<file path="src/rtl/bsg_upstream_pkg.sv">
// rtl/bsg_upstream_pkg.sv - shared types and geometry helpers for the credit-based upstream serialiser
package bsg_upstream_pkg;

  typedef enum logic {
    IDLE  = 1'b0,
    SHIFT = 1'b1
  } state_e;

  function automatic int beat_width(input int num_ch, input int ch_w);
    return num_ch * ch_w;
  endfunction

  function automatic int beat_count(input int data_w, input int beat_w);
    return data_w / beat_w;
  endfunction

  // A word must split into at least two whole beats, and tokens must tile the credit pool.
  function automatic bit geometry_ok(input int data_w, input int beat_w,
                                     input int credits, input int token_dec);
    return (beat_w > 0) && (token_dec > 0) && (data_w % beat_w == 0) &&
           (data_w / beat_w >= 2) && (credits % token_dec == 0);
  endfunction

endpackage

</file>
<file path="src/rtl/bsg_credit_counter.sv">
// rtl/bsg_credit_counter.sv - saturating credit counter with sticky overflow flag
module bsg_credit_counter #(
  parameter int CREDITS_P   = 32,
  parameter int TOKEN_DEC_P = 8,
  parameter int CRED_W      = $clog2(CREDITS_P + 1)
) (
  input  logic              clk,
  input  logic              rst_n,
  input  logic              dec,
  input  logic              inc,
  output logic [CRED_W-1:0] credit,
  output logic              err
);

  localparam int SUM_W = $clog2(CREDITS_P + TOKEN_DEC_P + 1);

  logic [SUM_W-1:0] sum;
  logic             overflow;

  // dec is only asserted while credit is nonzero, so the sum never underflows.
  always_comb begin
    sum      = SUM_W'(credit) + (inc ? SUM_W'(TOKEN_DEC_P) : '0) - SUM_W'(dec);
    overflow = sum > SUM_W'(CREDITS_P);
  end

  always_ff @(posedge clk or negedge rst_n) begin
    if (!rst_n) begin
      credit <= CRED_W'(CREDITS_P);
      err    <= 1'b0;
    end else begin
      credit <= overflow ? CRED_W'(CREDITS_P) : CRED_W'(sum);
      err    <= err | overflow;
    end
  end

endmodule

</file>
<file path="src/rtl/bsg_upstream_piso_credit.sv">
// rtl/bsg_upstream_piso_credit.sv - serialises core words into credit-gated io beats
module bsg_upstream_piso_credit
  import bsg_upstream_pkg::*;
#(
  parameter  int DATA_W      = 64,
  parameter  int CH_W        = 8,
  parameter  int NUM_CH      = 2,
  parameter  int CREDITS_P   = 32,
  parameter  int TOKEN_DEC_P = 8,
  parameter  int CNT_W       = 7,
  localparam int BEAT_W      = beat_width(NUM_CH, CH_W),
  localparam int BEATS       = beat_count(DATA_W, BEAT_W),
  localparam int CRED_W      = $clog2(CREDITS_P + 1)
) (
  input  logic              clk,
  input  logic              rst_n,
  input  logic              core_valid_i,
  input  logic [DATA_W-1:0] core_data_i,
  output logic              core_ready_and_o,
  output logic              io_valid_o,
  output logic [BEAT_W-1:0] io_data_o,
  input  logic              io_token_i,
  output logic [CRED_W-1:0] credit_o,
  output logic [CNT_W-1:0]  sent_cnt_o,
  output logic [CNT_W-1:0]  finish_cnt_o,
  output logic              credit_err_o
);

  localparam int BCW = $clog2(BEATS);

  if (!geometry_ok(DATA_W, BEAT_W, CREDITS_P, TOKEN_DEC_P)) begin : g_bad_geometry
    $error("bsg_upstream_piso_credit: illegal DATA_W/beat or CREDITS_P/TOKEN_DEC_P geometry");
  end

  state_e            state;
  logic [DATA_W-1:0] shift_reg;
  logic [BCW-1:0]    beat_ctr;
  logic              fire;
  logic              last;
  logic              accept;

  assign io_valid_o = (state == SHIFT) && (credit_o != '0);
  assign fire       = io_valid_o;
  assign last       = beat_ctr == BCW'(BEATS - 1);
  // Ready while the last beat leaves lets the next word reload with no idle cycle.
  assign core_ready_and_o = (state == IDLE) || (fire && last);
  assign accept     = core_valid_i && core_ready_and_o;
  assign io_data_o  = shift_reg[BEAT_W-1:0];

  always_ff @(posedge clk or negedge rst_n) begin
    if (!rst_n) begin
      state     <= IDLE;
      shift_reg <= '0;
      beat_ctr  <= '0;
    end else if (accept) begin
      state     <= SHIFT;
      shift_reg <= core_data_i;
      beat_ctr  <= '0;
    end else if (fire) begin
      shift_reg <= shift_reg >> BEAT_W;
      beat_ctr  <= beat_ctr + BCW'(1);
      if (last) state <= IDLE;
    end
  end

  always_ff @(posedge clk or negedge rst_n) begin
    if (!rst_n) begin
      sent_cnt_o   <= '0;
      finish_cnt_o <= '0;
    end else begin
      if (fire) sent_cnt_o <= sent_cnt_o + CNT_W'(1);
      if (io_token_i) finish_cnt_o <= finish_cnt_o + CNT_W'(TOKEN_DEC_P);
    end
  end

  bsg_credit_counter #(
    .CREDITS_P  (CREDITS_P),
    .TOKEN_DEC_P(TOKEN_DEC_P),
    .CRED_W     (CRED_W)
  ) u_credit (
    .clk   (clk),
    .rst_n (rst_n),
    .dec   (fire),
    .inc   (io_token_i),
    .credit(credit_o),
    .err   (credit_err_o)
  );

endmodule
</file>
<file path="config.mk">
export PLATFORM = sky130hd
export DESIGN_NAME = bsg_upstream_piso_credit
export DESIGN_NICKNAME = d
export VERILOG_FILES = /design/src/rtl/bsg_upstream_pkg.sv /design/src/rtl/bsg_credit_counter.sv /design/src/rtl/bsg_upstream_piso_credit.sv
export SDC_FILE = /design/constraint.sdc
export NUM_CORES = 1
export LEC_CHECK = 0
export CORE_MARGIN = 2
export CORE_UTILIZATION = 52
export DETAILED_ROUTE_END_ITERATION = 16
export GPL_ROUTABILITY_DRIVEN = 1
export PLACE_DENSITY = 0.81
export SLEW_MARGIN = 10
export SYNTH_ARGS = -nofsm -noshare
export SYNTH_HDL_FRONTEND = slang
export SYNTH_SLANG_ARGS = --single-unit
</file>
<file path="constraint.sdc">
create_clock -name clk -period 3.3 [get_ports clk]
set_clock_uncertainty 0.05 [all_clocks]
set_input_delay 0.99 -clock clk [delete_from_list [all_inputs] [get_ports clk]]
set_output_delay 0.99 -clock clk [all_outputs]
set_load 0.02 [all_outputs]
</file>
==> results of run 1 <==
==> layer usage <==
layer,wire (microns),track usage [%]
met1,5960,37.9
met2,6220,39.0
met3,794,4.75
met4,386,10.9
met5,0,0
==> power by group <==
part           total, mW  switching, mW  internal (mW)
logic               3.70           2.01           1.68
clock network      0.857          0.387          0.469
registers           2.01          0.488           1.52
==> cell families after synthesis <==
group	share of synthesized area, %
AOI/OAI and AO/OA	27.7
xor gates and xnor gates	2.23
adders and majority gates	2.85
buffers and inverters	8.81
DFF	41.8
muxes	3.56
other	0.0736
and+or+nand+nor	13.0
==> cell type report <==
cell class | instances | area [sq um] | area share, %
multi-input combinational | 364 | 2540 | 40.4
sequential | 85 | 2130 | 33.8
tap | 133 | 166 | 2.64
timing repair buffer | 115 | 1170 | 18.6
clock buffer | 11 | 151 | 2.41
inverter | 14 | 52.6 | 0.835
clock inverter | 5 | 82.6 | 1.31
==> stage by stage <==
step / cell area, sq um / setup slack [ns] / hold slack [ns] / utilization [%]
6_report: 6290 / 0.113 / 0.428 / 65.3
4_1_cts: 6290 / 0.0791 / 0.432 / 65.3
3_3_place_gp: 6060 / 0.321 / 0.410 / 62.9
3_5_place_dp: 6060 / 0.237 / 0.411 / 62.9
5_1_grt: 6290 / -0.00568 / 0.459 / 65.3
2_1_floorplan: 5100 / 0.198 / 0.474 / -
==> placed cells by master, fill, tap and decap left out, types with 2 or more instances in the layout <==
cell type / synthesis / final
nand2_1: 8 / 8
a21oi_1: 7 / 7
conb_1: 1 / 3
dfrtp_1: 84 / 83
nor2_4: 2 / 2
ha_1: 10 / 9
o22ai_1: 47 / 47
nand3_1: 2 / 2
or3_1: 48 / 48
a211oi_2: 20 / 20
inv_1: 13 / 13
clkdlybuf4s50_1: 0 / 101
a21o_1: 2 / 2
bufinv_16: 0 / 2
clkinv_4: 0 / 2
nand4_1: 3 / 3
buf_12: 0 / 4
nor3_1: 3 / 3
o31ai_1: 47 / 47
xnor2_1: 8 / 8
a22oi_1: 16 / 16
mux2i_1: 17 / 17
a211oi_1: 28 / 28
o21ai_0: 16 / 16
xor2_1: 5 / 5
nand2b_1: 3 / 3
clkbuf_8: 0 / 11
nor2_1: 57 / 57
buf_4: 21 / 9
==> final timing paths <==
kind	to	startpoint	slack [ns]
hold / removal	sent_cnt_o[6]	sent_cnt_o[6]	0.43
min in group asynchronous	shift_reg[0]	rst_n	0.53
setup reg to reg	u_credit.err	u_credit.credit[1]	0.28
max in group asynchronous	shift_reg[60]	rst_n	2.04
setup / recovery	core_ready_and_o	u_credit.credit[5]	0.11
hold reg to reg	sent_cnt_o[6]	sent_cnt_o[6]	0.43
==> synthesized netlist by cell type, types with 2 or more instances <==
library cell,instances
inv_1,13
xnor2_1,8
xor2_1,5
a211oi_2,20
buf_2,10
or3_1,48
a21oi_1,7
nand4_1,3
o31ai_1,47
ha_1,10
nor3_1,3
a211oi_1,28
buf_6,7
nand2b_1,3
nor2_1,57
buf_4,21
clkbuf_1,27
dfrtp_1,84
nand2_1,8
a22oi_1,16
o21ai_0,16
a21o_1,2
nand3_1,2
o22ai_1,47
nor2_4,2
mux2i_1,17
==> worst max-delay path: cells and delay by family, from the launching register on <==
family | cells | cell delay, ns
buffers and inverters | 2 | 0.67
DFF | 1 | 0.54
and+or+nand+nor | 2 | 0.27
adders and majority gates | 1 | 0.21
AOI/OAI and AO/OA | 1 | 0.09
==> results.ini, run 1 <==
[run_status]
outcome=finished, final reports clean

[drt]
wirelength_microns=13400
dr.pass1.iters=5
via_per_inst=6.25
vias=4547
drc=0
drt_iter0_drc=420
detail-route-antenna-nets=0
wl_per_cell_microns=18.4

[pwr]
p_leak_nw=2.51
p_per_area_nw_per_um2=1040
ir_worst_vdd_v=0.000712
finalPower_mw=6.56

[setup_path]
max_stage_delay_ns=0.63
worstPathRequired_ns=2.26
start_kind=register
crit_path_top_delay_cell=clkdlybuf4s50_1
crit_type=reg -> out
rr_worst_depth=13
path_max_fanout=4
crit_chain=inv_1 -> ha_1 -> nand2b_2 -> o21ai_0 -> nand2_1 -> clkdlybuf4s50_1
worst_ep_arrival_time_ns=2.15
critPathCaptureType=primary output

[synthesis]
synth_top_area_share_pct=41.2
synth-edff-count=0
synthCells=528
ys_async_sr_fraction_pct=100
synth_area_leaders=dfrtp_1, o31ai_1, or3_1
synth_cell_types=43
netlist_area_sq_um=5100
seq_area_frac_synth_pct=41.8
avgSynthCellArea_sq_um=9.65
yosysTopAreaCell=dfrtp_1
synth_warnings=0
ys_seq_elements=85
synthFlopType=dfrtp_1

[finish]
num-fill-cells=781
fin_cells=727
final_layout_size_suffix_gt1_share_pct=10.1
fin_nets=668
areaGrowthSynthToFinish_pct=23.5
largest_reg_flops=64
diodes=0

[sta]
fmax_mhz=314
finalSetupViolCount=0
fin_setup_tns_ns=0
max_slew_margin_pct=36.5
post-route-period-util_pct=96.6
period_needed_ns=3.19
worstMarginPinSlew_ns=0.952
final_max_slew_viol_count=0
hold_viol=0

[hold_path]
hold_path_depth=1
min_path_type=reg -> reg

[clock_network]
cts_tree=built
root_buffer=clkbuf_8
clkTransAtPathRegs_ns=0.09
clk_latency_ns=0.36
cts_resized=0
clock-sinks=85
cts.htree.levels=3
cts_hold_buf=0
cts_buffers=9
post_cts_buffers=0
clockBufferDepth=2

[floorplan]
dieHeight_microns=103
die_w_microns=103
ios=107
die_area_sq_um=10600
row_count=36
start_util_pct=52.9
core-area_sq_um=9640

[place]
globalplace.congestion=0.836
dp_hpwl_microns=8820
dp.cells=711
io_buffers=103

[grt]
grt_pass1_vias=4369
gr-total-overflow=0
antenna_found_initial=0
grt_use_total_pct=26.2
grt_pass1_wl_microns=21900
grt_max_degree=69

[run]
drv_cap=0

Note: power is estimated with default switching activity, not from simulation.
==> inputs of run 2 (changes only) <==
- ABC_CLOCK_PERIOD_IN_PS: not set -> 3300
- CORE_MARGIN: 2 -> not set
- HOLD_SLACK_MARGIN: not set -> 0.15
==> run 2 against run 1 <==
  * First-iteration DRC count fell by 7.9%
  * Sequential cell count did not move
  * Worst hold slack got worse by 0.00063 ns
  * Wire length rose by 0.91%
  * Final area fell by 0.54%
  * Core utilization rose by 1.5 points
  * Via count rose by 1.2%
  * Setup slack improved by 0.16 ns
  * Clock power fell by 2.7%
  * Sequential share of layout area rose by 0.18 points
  * Critical path depth rose by 7
  * Critical endpoint is now u_credit.err
  * Highest routed layer unchanged
==> results.ini, run 2 (synthesized netlist as in run 1, its figures left out) <==
[place]
dp_hpwl_microns=8980  ; was 8820 microns
io_buffers=103  ; unchanged
globalplace.congestion=0.780  ; was 0.836
dp.cells=709  ; was 711

[setup_path]
worstPathRequired_ns=3.54  ; was 2.26 ns
path_max_fanout=7  ; was 4
start_kind=register  ; unchanged
r2r_end=u_credit.err  ; unchanged
rr_worst_depth=13  ; unchanged
setup.worst_path.end=u_credit.err  ; was core_ready_and_o
crit_type=reg -> reg  ; was reg -> out
worst_ep_arrival_time_ns=3.26  ; was 2.15 ns
startpoint=u_credit.credit[2]  ; was u_credit.credit[5]
rrSetupSlack_ns=0.27  ; was 0.28 ns
critPathCaptureType=register  ; was primary output
r2r-start=u_credit.credit[2]  ; was u_credit.credit[1]

[sta]
period_needed_ns=3.03  ; was 3.19 ns
final_max_slew_viol_count=0  ; unchanged
hold_viol=0  ; unchanged
finalSetupViolCount=0  ; unchanged
max_slew_margin_pct=36.8  ; was 36.5%
worstMarginPinSlew_ns=0.948  ; was 0.952 ns
fmax_mhz=330  ; was 314 MHz
fin_setup_tns_ns=0  ; unchanged
rsz0062_at_grt=false
post-route-period-util_pct=91.8  ; was 96.6%

[clock_network]
clockBufferDepth=2  ; unchanged
cts_tree=built  ; unchanged
root_buffer=clkbuf_8  ; unchanged
clkTransAtPathRegs_ns=0.09  ; about the same
clock-sinks=85  ; unchanged
cts.htree.levels=3  ; unchanged
cts_hold_buf=0  ; unchanged
cts_buffers=9  ; unchanged
clk_latency_ns=0.36  ; about the same

[floorplan]
die_area_sq_um=10200  ; was 10600 sq um
dieHeight_microns=101  ; was 103 microns
start_util_pct=54.4  ; was 52.9%
row_count=35  ; was 36
ios=107  ; unchanged
die_w_microns=101  ; was 103 microns
core-area_sq_um=9370  ; was 9640 sq um

[finish]
fin_nets=670  ; was 668
mostFrequentLayoutCell=clkdlybuf4s50_1  ; unchanged
diodes=0  ; unchanged
largest_reg_flops=64  ; unchanged
multi_input_area_sq_um=2540  ; unchanged
regArea_sq_um=2130  ; unchanged
fin_cells=725  ; was 727
final_cell_mix=clkdlybuf4s50_1, dfrtp_1, nor2_1, or3_1  ; unchanged
final_layout_size_suffix_gt1_share_pct=10.2  ; was 10.1%
areaGrowthSynthToFinish_pct=22.8  ; was 23.5%
num-fill-cells=775  ; was 781

[hold_path]
hold_path_depth=1  ; unchanged
min_path_type=reg -> reg  ; unchanged

[drt]
wl_per_cell_microns=18.6  ; was 18.4 microns
dr.pass1.iters=5  ; unchanged
drt_iter0_drc=387  ; was 420
wirelength_microns=13500  ; was 13400 microns
via_per_inst=6.35  ; was 6.25
detail-route-antenna-nets=0  ; unchanged
vias=4601  ; was 4547
drc=0  ; unchanged

[grt]
gr-total-overflow=0  ; unchanged
antenna_found_initial=0  ; unchanged
grt_pass1_wl_microns=22200  ; was 21900 microns
grt_pass1_vias=4410  ; was 4369
grt_max_degree=58  ; was 69
grt_use_total_pct=27.9  ; was 26.2%

[pwr]
p_per_area_nw_per_um2=1040  ; about the same
ir_worst_vdd_v=0.000706  ; was 0.000712 V
p_leak_nw=2.51  ; about the same

[run_status]
outcome=finished, final reports clean  ; unchanged

[run]
drv_cap=0  ; unchanged

[run 2: cell count changes in the layout (fill, tap and decap cells not counted), sizes merged]
cell	before	now
dlymetal6s2s	1	2
buf	13	15
clkinvlp	0	2
clkinv	3	1
clkdlybuf4s50	101	100
[run 2: worst min path at each step]
| stage | startpoint | to | slack (ns) |
|---|---|---|---|
| finish | sent_cnt_o[6] | sent_cnt_o[6] | 0.43 |
| global route | sent_cnt_o[6] | sent_cnt_o[6] | 0.47 |
| CTS | sent_cnt_o[6] | sent_cnt_o[6] | 0.43 |
| detailed placement | sent_cnt_o[6] | sent_cnt_o[6] | 0.41 |
| global placement | sent_cnt_o[6] | sent_cnt_o[6] | 0.41 |
| floorplan | beat_ctr[1] | beat_ctr[1] | 0.47 |
[run 2: metal layers]
| metal | up-vias | global-route usage, % | routed length [microns] | share of wire (%) |
|---|---|---|---|---|
| met5 | - | 0 | 0 | 0 |
| met3 | 26 | 4.99 | 874 | 6.5 |
| met1 | 2283 | 39.0 | 5780 | 43 |
| met4 | 0 | 9.70 | 295 | 2.2 |
| met2 | 192 | 43.7 | 6540 | 48 |
| li1 | 2100 | - | - | - |
[run 2: stage by stage]
stage          cell area, sq um  utilization (%)  setup WS [ns]  hold slack [ns]  total power, mW
2_1_floorplan              5100                -          0.198            0.474             4.68
3_3_place_gp               6030             64.4          0.314            0.412             5.47
3_5_place_dp               6030             64.4          0.258            0.410             5.67
4_1_cts                    6260             66.8         0.0468            0.429             6.51
5_1_grt                    6260             66.8         0.0425            0.469             6.97
6_report                   6260             66.8          0.272            0.427             6.53
[run 2: where the power goes]
part	switching (mW)	internal (mW)
Sequential	0.510	1.52
Combinational	2.01	1.65
Clock	0.385	0.449
[run 2: cell type report]
| type | count | share of cell area (%) |
|---|---|---|
| sequential | 85 | 34.0 |
| clock buffer | 11 | 2.26 |
| multi-input combinational | 364 | 40.6 |
| inverter | 14 | 0.839 |
| clock inverter | 5 | 1.34 |
| timing repair buffer | 117 | 18.4 |
| tap | 129 | 2.58 |
[run 2: repair_timing]
action | CTS | global route
buffers inserted | 0 | 0
endpoints found under the setup margin | 0 | 2
gates resized for setup | 0 | 2
[run 2: worst max-delay path: stages (launching register included)]
cell       delay, ns
dfrtp_1         0.47
or3_1           0.41
o21ai_4         0.26
inv_2           0.12
ha_1            0.21
inv_1           0.05
ha_1            0.16
inv_1           0.05
fa_1            0.38
nand2b_1        0.16
a21oi_1         0.17
xnor2_1         0.13
buf_4           0.16
a2bb2oi_1       0.15
==> inputs of run 3 (changes only) <==
- PLACE_DENSITY: 0.81 -> 0.92
==> run 3 against run 2 <==
  * Setup slack worse by 0.080 ns
  * Maximum frequency down 2.6%
  * Combinational power grew 1%
  * Via count grew 2.8%
  * Critical path type unchanged
  * Critical endpoint unchanged
  * Largest power group unchanged
==> results.ini, run 3 (synthesized netlist as in run 1, its figures left out) <==
[run_status]
outcome=finished, final reports clean  ; unchanged

[sta]
post-route-period-util_pct=94.2  ; was 91.8%
fin_setup_tns_ns=0  ; unchanged
max_slew_margin_pct=19.3  ; was 36.8%
period_needed_ns=3.11  ; was 3.03 ns
rsz0062_at_grt=false  ; unchanged
fin_hold_ws_ns=0.443  ; was 0.427 ns
fmax_mhz=322  ; was 330 MHz
setup_slack_ns=0.192  ; was 0.272 ns
finalSetupViolCount=0  ; unchanged
worstMarginPinSlew_ns=1.21  ; was 0.948 ns
hold_viol=0  ; unchanged
final_max_slew_viol_count=0  ; unchanged

[finish]
areaGrowthSynthToFinish_pct=21.9  ; was 22.8%
largest_reg_flops=64  ; unchanged
final_layout_size_suffix_gt1_share_pct=10.1  ; was 10.2%
mostFrequentLayoutCell=clkdlybuf4s50_1  ; unchanged
fin_nets=669  ; was 670
regArea_sq_um=2130  ; unchanged
multi_input_area_sq_um=2540  ; unchanged
final_cell_mix=clkdlybuf4s50_1, dfrtp_1, nor2_1, or3_1  ; unchanged
diodes=0  ; unchanged
num-fill-cells=737  ; was 775

[grt]
grt_pass1_wl_microns=23000  ; was 22200 microns
gr-total-overflow=0  ; unchanged
grt_pass1_vias=4743  ; was 4410
grt_use_total_pct=28.8  ; was 27.9%
grt_max_degree=56  ; was 58
antenna_found_initial=0  ; unchanged

[drt]
dr.pass1.iters=5  ; unchanged
drt_iter0_drc=393  ; was 387
wirelength_microns=14100  ; was 13500 microns
via_per_inst=6.54  ; was 6.35
wl_per_cell_microns=19.5  ; was 18.6 microns
drc=0  ; unchanged
detail-route-antenna-nets=0  ; unchanged
vias=4729  ; was 4601

[setup_path]
rr_worst_depth=13  ; unchanged
crit_type=reg -> reg  ; unchanged
worst_ep_arrival_time_ns=3.35  ; was 3.26 ns
path_max_fanout=7  ; unchanged
start_kind=register  ; unchanged
rrSetupSlack_ns=0.19  ; was 0.27 ns
r2r_end=u_credit.err  ; unchanged
critPathCaptureType=register  ; unchanged
r2r-start=u_credit.credit[2]  ; unchanged
worstPathRequired_ns=3.54  ; about the same

[place]
dp_hpwl_microns=9230  ; was 8980 microns
globalplace.congestion=0.823  ; was 0.780
io_buffers=103  ; unchanged
pre_cts_slack_ns=0.196  ; was 0.258 ns

[run]
drv_cap=0  ; unchanged

[pwr]
ir_worst_vdd_v=0.000659  ; was 0.000706 V
p_leak_nw=2.50  ; was 2.51 nW
p_per_area_nw_per_um2=1050  ; was 1040 nW/um^2
finalPower_mw=6.51  ; was 6.53 mW

[clock_network]
clockBufferDepth=2  ; unchanged
clk_latency_ns=0.36  ; about the same
cts_tree=built  ; unchanged
cts_hold_buf=0  ; unchanged
root_buffer=clkbuf_8  ; unchanged
cts_buffers=9  ; unchanged
clkTransAtPathRegs_ns=0.09  ; about the same
clock-sinks=85  ; unchanged
cts.htree.levels=3  ; unchanged

[floorplan]
dieHeight_microns=101  ; unchanged
core-area_sq_um=9370  ; unchanged
die_area_sq_um=10200  ; unchanged
ios=107  ; unchanged
start_util_pct=54.4  ; unchanged
row_count=35  ; unchanged
die_w_microns=101  ; unchanged

[hold_path]
min_path_type=reg -> reg  ; unchanged
min_to=sent_cnt_o[6]  ; unchanged
hold_path_depth=1  ; unchanged
hold_start=sent_cnt_o[6]  ; unchanged

[run 3: cell types whose count changed in the layout (fill, tap and decap cells not counted)]
cell        previous run  this run
clkinv_2               0         2
buf_12                 1         0
bufinv_16              2         1
clkbuf_1               1         0
clkbuf_8              10        11
clkinv_4               1         0
clkinvlp_4             2         1
[run 3: area by class of cell]
type | instances | share of cell area, %
multi-input cells | 364 | 40.9
flip-flops and latches | 85 | 34.3
repair buffers | 116 | 18.2
well taps | 129 | 2.60
clock buffers | 11 | 2.44
inverters | 14 | 0.846
clock inverters | 4 | 0.765
[run 3: how the worst max path moves through the flow]
stage                                   from  depth (start not counted)      endpoint
after detailed placement          io_token_i                         10  u_credit.err
after global placement            io_token_i                         10  u_credit.err
after global routing      u_credit.credit[2]                         13  u_credit.err
final                     u_credit.credit[2]                         13  u_credit.err
after floorplan           u_credit.credit[0]                         14  u_credit.err
after CTS                 u_credit.credit[2]                          4    io_valid_o
[run 3: what timing repair did]
item	CTS	global route
endpoints found under the setup margin	0	2
buffers inserted	0	0
endpoints found under the hold margin	0	0
gates resized for setup	0	2
[run 3: worst max-delay path, stage by stage (launching register included)]
cell	delay, ns
dfrtp_1	0.47
or3_1	0.41
o21ai_4	0.26
inv_2	0.13
ha_1	0.22
inv_1	0.05
ha_1	0.16
inv_1	0.06
fa_1	0.41
nand2b_1	0.17
a21oi_1	0.17
xnor2_1	0.13
buf_4	0.16
a2bb2oi_1	0.17
[run 3: power by group]
group          leakage [nW]  internal (mW)  total, mW  switching (mW)
Combinational          1.32           1.64       3.70            2.06
Sequential             1.07           1.52       2.04           0.522
Clock                 0.101          0.385      0.763           0.379
Total                  2.50           3.55       6.51            2.96
[run 3: routing by layer]
| layer | global-route usage [%] | vias up | share of wire, % |
|---|---|---|---|
| li1 | - | 2093 | - |
| met1 | 39.0 | 2333 | 43 |
| met2 | 45.8 | 255 | 47 |
| met5 | 0 | - | 0 |
| met4 | 12.2 | 0 | 2.9 |
| met3 | 4.79 | 48 | 7.4 |
[run 3: metrics by stage]
stage          utilization (%)  instances  cell area (sq um)
5_1_grt                   66.3        723               6210
6_report                  66.3        723               6210
3_5_place_dp              64.1        708               6010
4_1_cts                   66.3        723               6210
2_1_floorplan                -        530               5100
3_3_place_gp              64.1        708               6010
